==> src/rtl/conv_weight_update.sv <==
// In-place SGD step over a weight tensor: w[i] <= sat(w[i] - sat(lr*g[i] >> FRAC)).
// Walks the tensor over one word-addressed request port, counting saturation events.
module conv_weight_update #(
  parameter int unsigned ADDR_W = 32,
  parameter int unsigned DATA_W = 32,
  parameter int unsigned FRAC   = 16,
  parameter int unsigned LEN_W  = 16
) (
  input  logic              clk,
  input  logic              rst_l,
  input  logic              go,
  input  logic [ADDR_W-1:0] w_base,
  input  logic [ADDR_W-1:0] g_base,
  input  logic [LEN_W-1:0]  len,
  input  logic [DATA_W-1:0] lr,
  output logic              mem_req,
  output logic              mem_we,
  output logic [ADDR_W-1:0] mem_addr,
  output logic [DATA_W-1:0] mem_wdata,
  input  logic              mem_ack,
  input  logic [DATA_W-1:0] mem_rdata,
  output logic              busy,
  output logic              done,
  output logic [LEN_W-1:0]  sat_count
);

  typedef enum logic [2:0] {StWait, StRdG, StRdW, StEx, StWb, StDone} state_e;

  localparam logic signed [2*DATA_W-1:0] PMax = {{(DATA_W+1){1'b0}}, {(DATA_W-1){1'b1}}};
  localparam logic signed [2*DATA_W-1:0] PMin = {{(DATA_W+1){1'b1}}, {(DATA_W-1){1'b0}}};
  localparam logic [DATA_W-1:0] DMax = {1'b0, {(DATA_W-1){1'b1}}};
  localparam logic [DATA_W-1:0] DMin = {1'b1, {(DATA_W-1){1'b0}}};

  state_e             state_q, state_d;
  logic [ADDR_W-1:0]  w_base_q, w_base_d, g_base_q, g_base_d;
  logic [LEN_W-1:0]   len_q, len_d, index_q, index_d, sat_q, sat_d;
  logic [DATA_W-1:0]  lr_q, lr_d, g_q, g_d, w_q, w_d;
  logic               mem_req_q, mem_req_d, mem_we_q, mem_we_d;
  logic [ADDR_W-1:0]  mem_addr_q, mem_addr_d;
  logic [DATA_W-1:0]  mem_wdata_q, mem_wdata_d;
  logic               busy_q, busy_d, done_q, done_d;

  logic signed [2*DATA_W-1:0] prod, p_sh;
  logic                       p_hi, p_lo, d_ovf;
  logic [DATA_W-1:0]          p_sat, d_val;
  logic [DATA_W:0]            d_wide;

  // Datapath for the EX step; operands are stable registers from the two reads.
  always_comb begin
    prod   = $signed(lr_q) * $signed(g_q);
    p_sh   = prod >>> FRAC;
    p_hi   = p_sh > PMax;
    p_lo   = p_sh < PMin;
    p_sat  = p_hi ? DMax : (p_lo ? DMin : p_sh[DATA_W-1:0]);
    d_wide = {w_q[DATA_W-1], w_q} - {p_sat[DATA_W-1], p_sat};
    d_ovf  = d_wide[DATA_W] ^ d_wide[DATA_W-1];
    d_val  = d_ovf ? (d_wide[DATA_W] ? DMin : DMax) : d_wide[DATA_W-1:0];
  end

  always_comb begin
    state_d     = state_q;
    w_base_d    = w_base_q;
    g_base_d    = g_base_q;
    len_d       = len_q;
    lr_d        = lr_q;
    index_d     = index_q;
    sat_d       = sat_q;
    g_d         = g_q;
    w_d         = w_q;
    mem_wdata_d = mem_wdata_q;

    unique case (state_q)
      StWait: begin
        if (go) begin
          w_base_d = w_base;
          g_base_d = g_base;
          len_d    = len;
          lr_d     = lr;
          index_d  = '0;
          sat_d    = '0;
          state_d  = (len == '0) ? StDone : StRdG;
        end
      end
      StRdG: begin
        if (mem_ack) begin
          g_d     = mem_rdata;
          state_d = StRdW;
        end
      end
      StRdW: begin
        if (mem_ack) begin
          w_d     = mem_rdata;
          state_d = StEx;
        end
      end
      StEx: begin
        mem_wdata_d = d_val;
        if ((p_hi || p_lo || d_ovf) && (sat_q != '1)) begin
          sat_d = sat_q + LEN_W'(1);
        end
        state_d = StWb;
      end
      StWb: begin
        if (mem_ack) begin
          if (index_q == len_q - LEN_W'(1)) begin
            state_d = StDone;
          end else begin
            index_d = index_q + LEN_W'(1);
            state_d = StRdG;
          end
        end
      end
      StDone:  state_d = StWait;
      default: state_d = StWait;
    endcase

    // Outputs are registered, so they are decoded from the state being entered.
    mem_req_d = (state_d == StRdG) || (state_d == StRdW) || (state_d == StWb);
    mem_we_d  = (state_d == StWb);
    busy_d    = (state_d != StWait) && (state_d != StDone);
    done_d    = (state_d == StDone);
    unique case (state_d)
      StRdG:       mem_addr_d = g_base_d + ADDR_W'(index_d);
      StRdW, StWb: mem_addr_d = w_base_d + ADDR_W'(index_d);
      default:     mem_addr_d = mem_addr_q;
    endcase
  end

  always_ff @(posedge clk or negedge rst_l) begin
    if (!rst_l) begin
      state_q     <= StWait;
      w_base_q    <= '0;
      g_base_q    <= '0;
      len_q       <= '0;
      lr_q        <= '0;
      index_q     <= '0;
      sat_q       <= '0;
      g_q         <= '0;
      w_q         <= '0;
      mem_req_q   <= 1'b0;
      mem_we_q    <= 1'b0;
      mem_addr_q  <= '0;
      mem_wdata_q <= '0;
      busy_q      <= 1'b0;
      done_q      <= 1'b0;
    end else begin
      state_q     <= state_d;
      w_base_q    <= w_base_d;
      g_base_q    <= g_base_d;
      len_q       <= len_d;
      lr_q        <= lr_d;
      index_q     <= index_d;
      sat_q       <= sat_d;
      g_q         <= g_d;
      w_q         <= w_d;
      mem_req_q   <= mem_req_d;
      mem_we_q    <= mem_we_d;
      mem_addr_q  <= mem_addr_d;
      mem_wdata_q <= mem_wdata_d;
      busy_q      <= busy_d;
      done_q      <= done_d;
    end
  end

  assign mem_req   = mem_req_q;
  assign mem_we    = mem_we_q;
  assign mem_addr  = mem_addr_q;
  assign mem_wdata = mem_wdata_q;
  assign busy      = busy_q;
  assign done      = done_q;
  assign sat_count = sat_q;

endmodule

==> config.mk <==
export PLATFORM = sky130hd
export DESIGN_NAME = conv_weight_update
export DESIGN_NICKNAME = d
export VERILOG_FILES = /design/src/rtl/conv_weight_update.sv
export SDC_FILE = /design/constraint.sdc
export NUM_CORES = 2
export LEC_CHECK = 0
export BUFFER_PORTS_ARGS = -buffer_cell sky130_fd_sc_hd__buf_2
export CORE_UTILIZATION = 30
export CTS_CLUSTER_SIZE = 12
export DETAILED_ROUTE_END_ITERATION = 10
export HOLD_SLACK_MARGIN = 0.05
export PLACE_DENSITY = 0.54
export SLEW_MARGIN = 20
export SYNTH_ARGS = -nofsm -noshare
export SYNTH_HDL_FRONTEND = slang
export SYNTH_SLANG_ARGS = --single-unit
==> constraint.sdc <==
create_clock -name clk -period 20.7 [get_ports clk]
set_input_delay 6.21 -clock clk [delete_from_list [all_inputs] [get_ports clk]]
set_output_delay 6.21 -clock clk [all_outputs]
set_load 0.05 [all_outputs]
# Yosys cells after proc, flatten, opt, wreduce, memory -nomap -nowiden
# Cells that the tools add are included.
# Widths: inputs -> output; s select.
# classes
addsub	6
multipliers	1
n_div	0
n_lt_le_gt_ge	2
n_eq_ne	13
n_shift	0
mux	23
n_bitwise	1
n_reduce_logical	16
# op_table
op	count
$mux 32	8
$mux 16	5
$add 32x16->32	2
$mul 32x32->64	1
$pmux 16 s2	2
$pmux 32 s2	1
$gt 48x32->1 const B	1
$lt 48x32->1 const B	1
$sub 32x32->33	1
$add 16x1->16 const B	2
$mux 3	6
$eq 16x16->1	1
$logic_not 16->1	1
$ne 16x16->1 const B	1
$sub 16x1->16 const B	1
$pmux 3 s5	1
$eq 3x2->1 const B	3
$eq 3x3->1 const B	3
$eq 3x1->1 const B	2
$reduce_and 2->1	3
$logic_or 1x1->1	4
$ne 2x2->1 const B	2
$reduce_bool 2->1	2
$logic_not 3->1	1
other kinds (6)	7
# word_totals
reg_bits	279
latch_bits	0
ramBits	0
romBits	0
inputBits	148
output_inout_bits	84
memories	0

# Longest topological paths before layout
# logic_depth
word_depth	10
ltp_mapped	50
ltp_nobuf	44

# Least setup slack after synthesis
# Ideal clock, no wire load.
# synth_timing
path_type	register to register
startpoint	reg g_q[2]
endpoint	reg sat_q[11], in the netlist sat_count[11]
setup_ps	77
t_arrival_ps	12117
required_ps	20623
setup_slack_ps	8506
path_stages_with_launch	45
synth_period_minus_slack_ps	12194
cell_sequence	dfrtp_1 > clkbuf_1 > nand2_1 > inv_1 > fa_1 > fa_1 > fa_1 > inv_1 > fa_1 > inv_1 > fa_1 > fa_1 > inv_1 > fa_1 > inv_1 > fa_1 > ha_1 > buf_2 > [... 9 more ...] > o21ai_0 > clkbuf_1 > a21oi_1 > ha_1 > o21a_1 > o2111ai_1 > a31o_2 > a21oi_1 > o21a_1 > o21ai_0 > o31ai_1 > a31oi_1 > o211ai_1 > xnor2_1 > a21oi_2 > buf_2 > or4_1 > a21oi_2
# synth_between
elab_chain_len	10
elab_cells_between_ends	12
cone_classes	add/sub (1); mul (1); order compare (2); eq/ne (1); mux (2); bitwise (1); reduce/logical (4)
# synth_lines
item	line	source
from (decl)	37	logic [DATA_W-1:0] lr_q, lr_d, g_q, g_d, w_q, w_d;
from (signal assigned)	154	g_q <= g_d;
$mul 32x32->64 (*)	50	prod = $signed(lr_q) * $signed(g_q);
$lt 48x32->1	53	p_lo = p_sh < PMin;
$mux 32 (2 in series)	54	p_sat = p_hi ? DMax : (p_lo ? DMin : p_sh[DATA_W-1:0]);
$sub 32x32->33	55	d_wide = {w_q[DATA_W-1], w_q} - {p_sat[DATA_W-1], p_sat};
$xor 1x1->1	56	d_ovf = d_wide[DATA_W] ^ d_wide[DATA_W-1];
$logic_or 1x1->1 (*)	98	if ((p_hi || p_lo || d_ovf) && (sat_q != '1)) begin
$logic_and 1x1->1 (*)	98	
$ne 2x2->1 (no line) (*)	n/a	
$reduce_and 3->1 (no line) (*)	n/a	
to (signal assigned)	153	sat_q <= sat_d;
to (decl)	36	logic [LEN_W-1:0] len_q, len_d, index_q, index_d, sat_q, sat_d;
# Every way passes the cells marked *; elsewhere a longest branch is shown, timed or not.
# A chain may end at the register's enable or synchronous reset.

# Worst setup path in the final report
# layout_timing
startpoint	reg g_q[5]
endpoint	reg mem_wdata_q[28], in the netlist mem_wdata[28]
# layout_between
elab_chain_len	7
elab_cells_between_ends	9
cone_classes	add/sub (1); mul (1); order compare (2); mux (4); bitwise (1)
# layout_lines
item	line	source
$mul 32x32->64 (*)	50	
$lt 48x32->1	53	
$mux 32	54	
$mux 32 (*)	54	
$sub 32x32->33 (*)	55	
$mux 32 / $xor 1x1->1 (equally long branches)	57, 56	
$mux 32 (*)	57	d_val = d_ovf ? (d_wide[DATA_W] ? DMin : DMax) : d_wide[DATA_W-1:0];
to (signal assigned)	159	mem_wdata_q <= mem_wdata_d;
to (decl)	40	logic [DATA_W-1:0] mem_wdata_q, mem_wdata_d;
# Marks and branches as above.

==> metrics list <==
- Run status: completed
- In the post-synthesis netlist, the biggest area contributors are fa_1 42%, dfrtp_1 14%, inv_1 7.1%.
- Initial antenna violation count: 16
- Max-cap viol count: 0
* List of most frequent post-synthesis cells: 1083 x fa_1, 969 x inv_1, 938 x nand2_1
- Number of unique standard cell types used by synthesis: roughly 80
- The hold violation count in the final report came to 0.
- Summing every instance area after synthesis gives 51100 sq um.
- Detailed router's first-iteration violation count: between 1500 and 2000
- Counting I/O delays and the setup requirement, the final critical path takes between 10000 and 15000 ps.
* Proportion of register bits with asynchronous set or reset after synthesis: 1.00
* Proportion of synthesized chip area in sequential cells: 0.137
- On the final layout, the worst hold slack is about 460 ps.
- Dividing the detail-routed via count by the number of cells gives ~4.8.
* Critical Path Start Type: register
- Of the cells placed in the final design, the portion with a size suffix greater than 1 is 0.0895.
* Final #Nets: 6994
* Count of buffers from port buffering: 231
- For this run the aggregate overflow at the end of global routing stands at 0.
* Largest buffer count on any clock path: 3
- Number of warnings printed during yosys synthesis: 0
* P&R area growth vs syn: 9.40%
- Via count of the first global-routing pass: about 40000
- The final-report max-slew violation count is 0.
- For this run, the total global-route usage over all layers was measured as 0.177.
- The synthesized design contains between 200 and 300 register bits.
- Maximum number of pins on one net before global-route repair: roughly 130
* Max incr delay on CP: between 1000 and 1500 ps
- After routing, the total negative slack on setup checks comes to 0 ps.
- Avg Cell Area, Syn: just over 9 sq um
- Routed via count: approximately 37000
- The die is around 410 microns wide.
* Global-route wire length before repair: between 200 and 250 mm
* Class of the tightest hold or removal check: register to register
* Category of the worst setup path capture point: register
- Dividing the detail-routed wire length by the instance count gives ~19 microns.
- Critical Path Most Common Cell: fa_1
- The congestion estimate from routability-driven global placement came to 0.912.
- The number of nets in the synthesized netlist is roughly 7000.
- The initial utilization of the core area, before any placement, comes to 0.302.
* Area enclosed by the die boundary: between 150000 and 200000 sq um
* Number of buffers inserted during clock tree synthesis: 40
- Final setup violating endpoints: 0
* # resized after CTS: 0
- For this design the top-level I/O count stands at between 200 and 250.
- TritonCTS clock tree: built
* Critical path type: register to register
- The floorplan step set the die height to around 410 microns.
- Largest clock skew in the final design: about 87 ps
- Post-synth EDFFs: 0
- The root buffer cell chosen for the clock tree is clkbuf_16.
- The share of synthesized area in the top cell type comes to 0.424.
- Largest driver fanout on the critical path: 33
- Maximum level of the CTS H-tree: 2
- In the finished design, the share of the clock period the worst path needs comes to 0.704.
- Cell with the most instances after synthesis: fa_1
- Setup repair after global routing left no endpoint under its margin.
- Number of detailed-route iterations in the first pass: 5
* Post CTS Setup Buffer Count: 0
* Number of clock sinks: ~280
- The core region is about 170000 sq um.
* DRC violation count after routing: 0
- Summed over all instances, the cell type with the most area after synthesis is fa_1.
- The largest individual stage delay along the critical path comes from the cell dfrtp_1.
- For the worst setup path, the data required time is between 20000 and 25000 ps.
- Cell count after synthesis: roughly 5500
* Most used flip-flop cell after synthesis: dfrtp_1
- Worst-Margin Slew: 1080 ps
* Clock latency of the later-clocked register in the worst-skew pair: roughly 660 ps
- Measured against its own limit, the worst slew margin works out to 0.281.
* Post-detail-place hpwl: between 100 and 150 mm
- Number of hold buffers added after cts: 0
- The floorplan has 151 rows.
- The count of nets left with antenna violations once routing finished came out at 0.
- Maximum frequency from static timing analysis: a little under 0.07 GHz
* Register clock-pin slew on the reported worst setup and hold paths: 60 ps
- Arrival time at the worst endpoint: approximately 15000 ps
* Total length of routed wires: around 150 mm
## final timing paths
path                                        start                        end  slack [ps]  cells past startpoint
max in group asynchronous                   rst_l     g_base_q[25]$_DFF_PN0_       12960                      3
min                        g_base_q[11]$_DFF_PN0_     g_base_q[11]$_DFF_PN0_         460                      2
max                            g_q[5]$_DFFE_PN0P_  mem_wdata[28]$_DFFE_PN0P_        6120                     43
max reg2reg                    g_q[5]$_DFFE_PN0P_  mem_wdata[28]$_DFFE_PN0P_        6120                     43
min reg2reg                g_base_q[11]$_DFF_PN0_     g_base_q[11]$_DFF_PN0_         460                      2
min in group asynchronous                   rst_l  sat_count[13]$_DFFE_PN0P_        5630                      1
## critical path: cells and delay by family (launching register included)
| kind | cells | cell delay (ps) |
|---|---|---|
| AO/OA/AOI/OAI | 14 | 3640 |
| XOR/XNOR | 1 | 180 |
| adder cells (fa/ha/maj) | 10 | 5330 |
| buffers and inverters | 8 | 1380 |
| flip-flops | 1 | 1050 |
| AND/OR/NAND/NOR | 10 | 2770 |
## metal layers
layer	vias to the layer above	global-route usage	part of all wire
met1	19310	0.233	0.44
met2	748	0.308	0.49
met4	12	0.0380	0.022
met3	173	0.0273	0.047
met5	-	0	0.00052
li1	16777	-	-
## cell type report
cell class,count,area [sq um]
Fill cell,17553,113000
Multi-Input combinational cell,3932,39300
Sequential cell,279,6990
Inverter,970,3640
Tap cell,2218,2780
Timing Repair Buffer,309,1760
Clock buffer,60,1140
Clock inverter,14,262
Antenna cell,3,7.51
## cell usage in the layout, fill, tap and decap left out, types with 35 or more instances in the layout
| cell type | n |
|---|---|
| buf_4 | 77 |
| o31ai_1 | 35 |
| fa_1 | 1083 |
| nor2_1 | 127 |
| xor2_1 | 47 |
| dfrtp_1 | 275 |
| a21o_1 | 44 |
| nor3_1 | 39 |
| ha_1 | 231 |
| nand3_1 | 54 |
| inv_1 | 969 |
| mux2_2 | 83 |
| and2_1 | 516 |
| o21ai_0 | 101 |
| nand2_1 | 938 |
| buf_2 | 230 |
| clkbuf_16 | 40 |
| xnor2_1 | 85 |
| a21oi_1 | 157 |
## logic make-up (layout without fill, tap and decap cells)
logic type	after synthesis	after routing	synth area share
adders and majority gates	1328	1328	0.484
xor gates and xnor gates	132	132	0.0226
AOI/OAI and AO/OA	507	507	0.0644
DFF	279	279	0.137
muxes	115	115	0.0246
and+or+nand+nor	1850	1850	0.174
other	0	3	0
buffers and inverters	1275	1353	0.0946
## registers in the layout, indices dropped and copies added, names as in the netlist
name,cells
state_q,3
busy,1
w_q,32
len_q,16
g_q,32
mem_we,1
sat_count,16
done,1
mem_req,1
index_q,16
mem_wdata,32
mem_addr,32
g_base_q,32
w_base_q,32
lr_q,32
## stage by stage
step | area, sq um | util | setup slack (ps) | std cells
CTS | 55900 | 0.330 | 5830 | 7782
detailed placement | 54500 | 0.322 | 6010 | 7708
finish | 55900 | 0.330 | 6120 | 7785
global route | 55900 | 0.330 | 5010 | 7783
floorplan | 51100 | - | 8510 | 5486
global placement | 54500 | 0.322 | 6420 | 7708
Power is left out: the tool's default activity adds up to more than one toggle a clock period on the data nets, which glitch-free logic cannot reach.
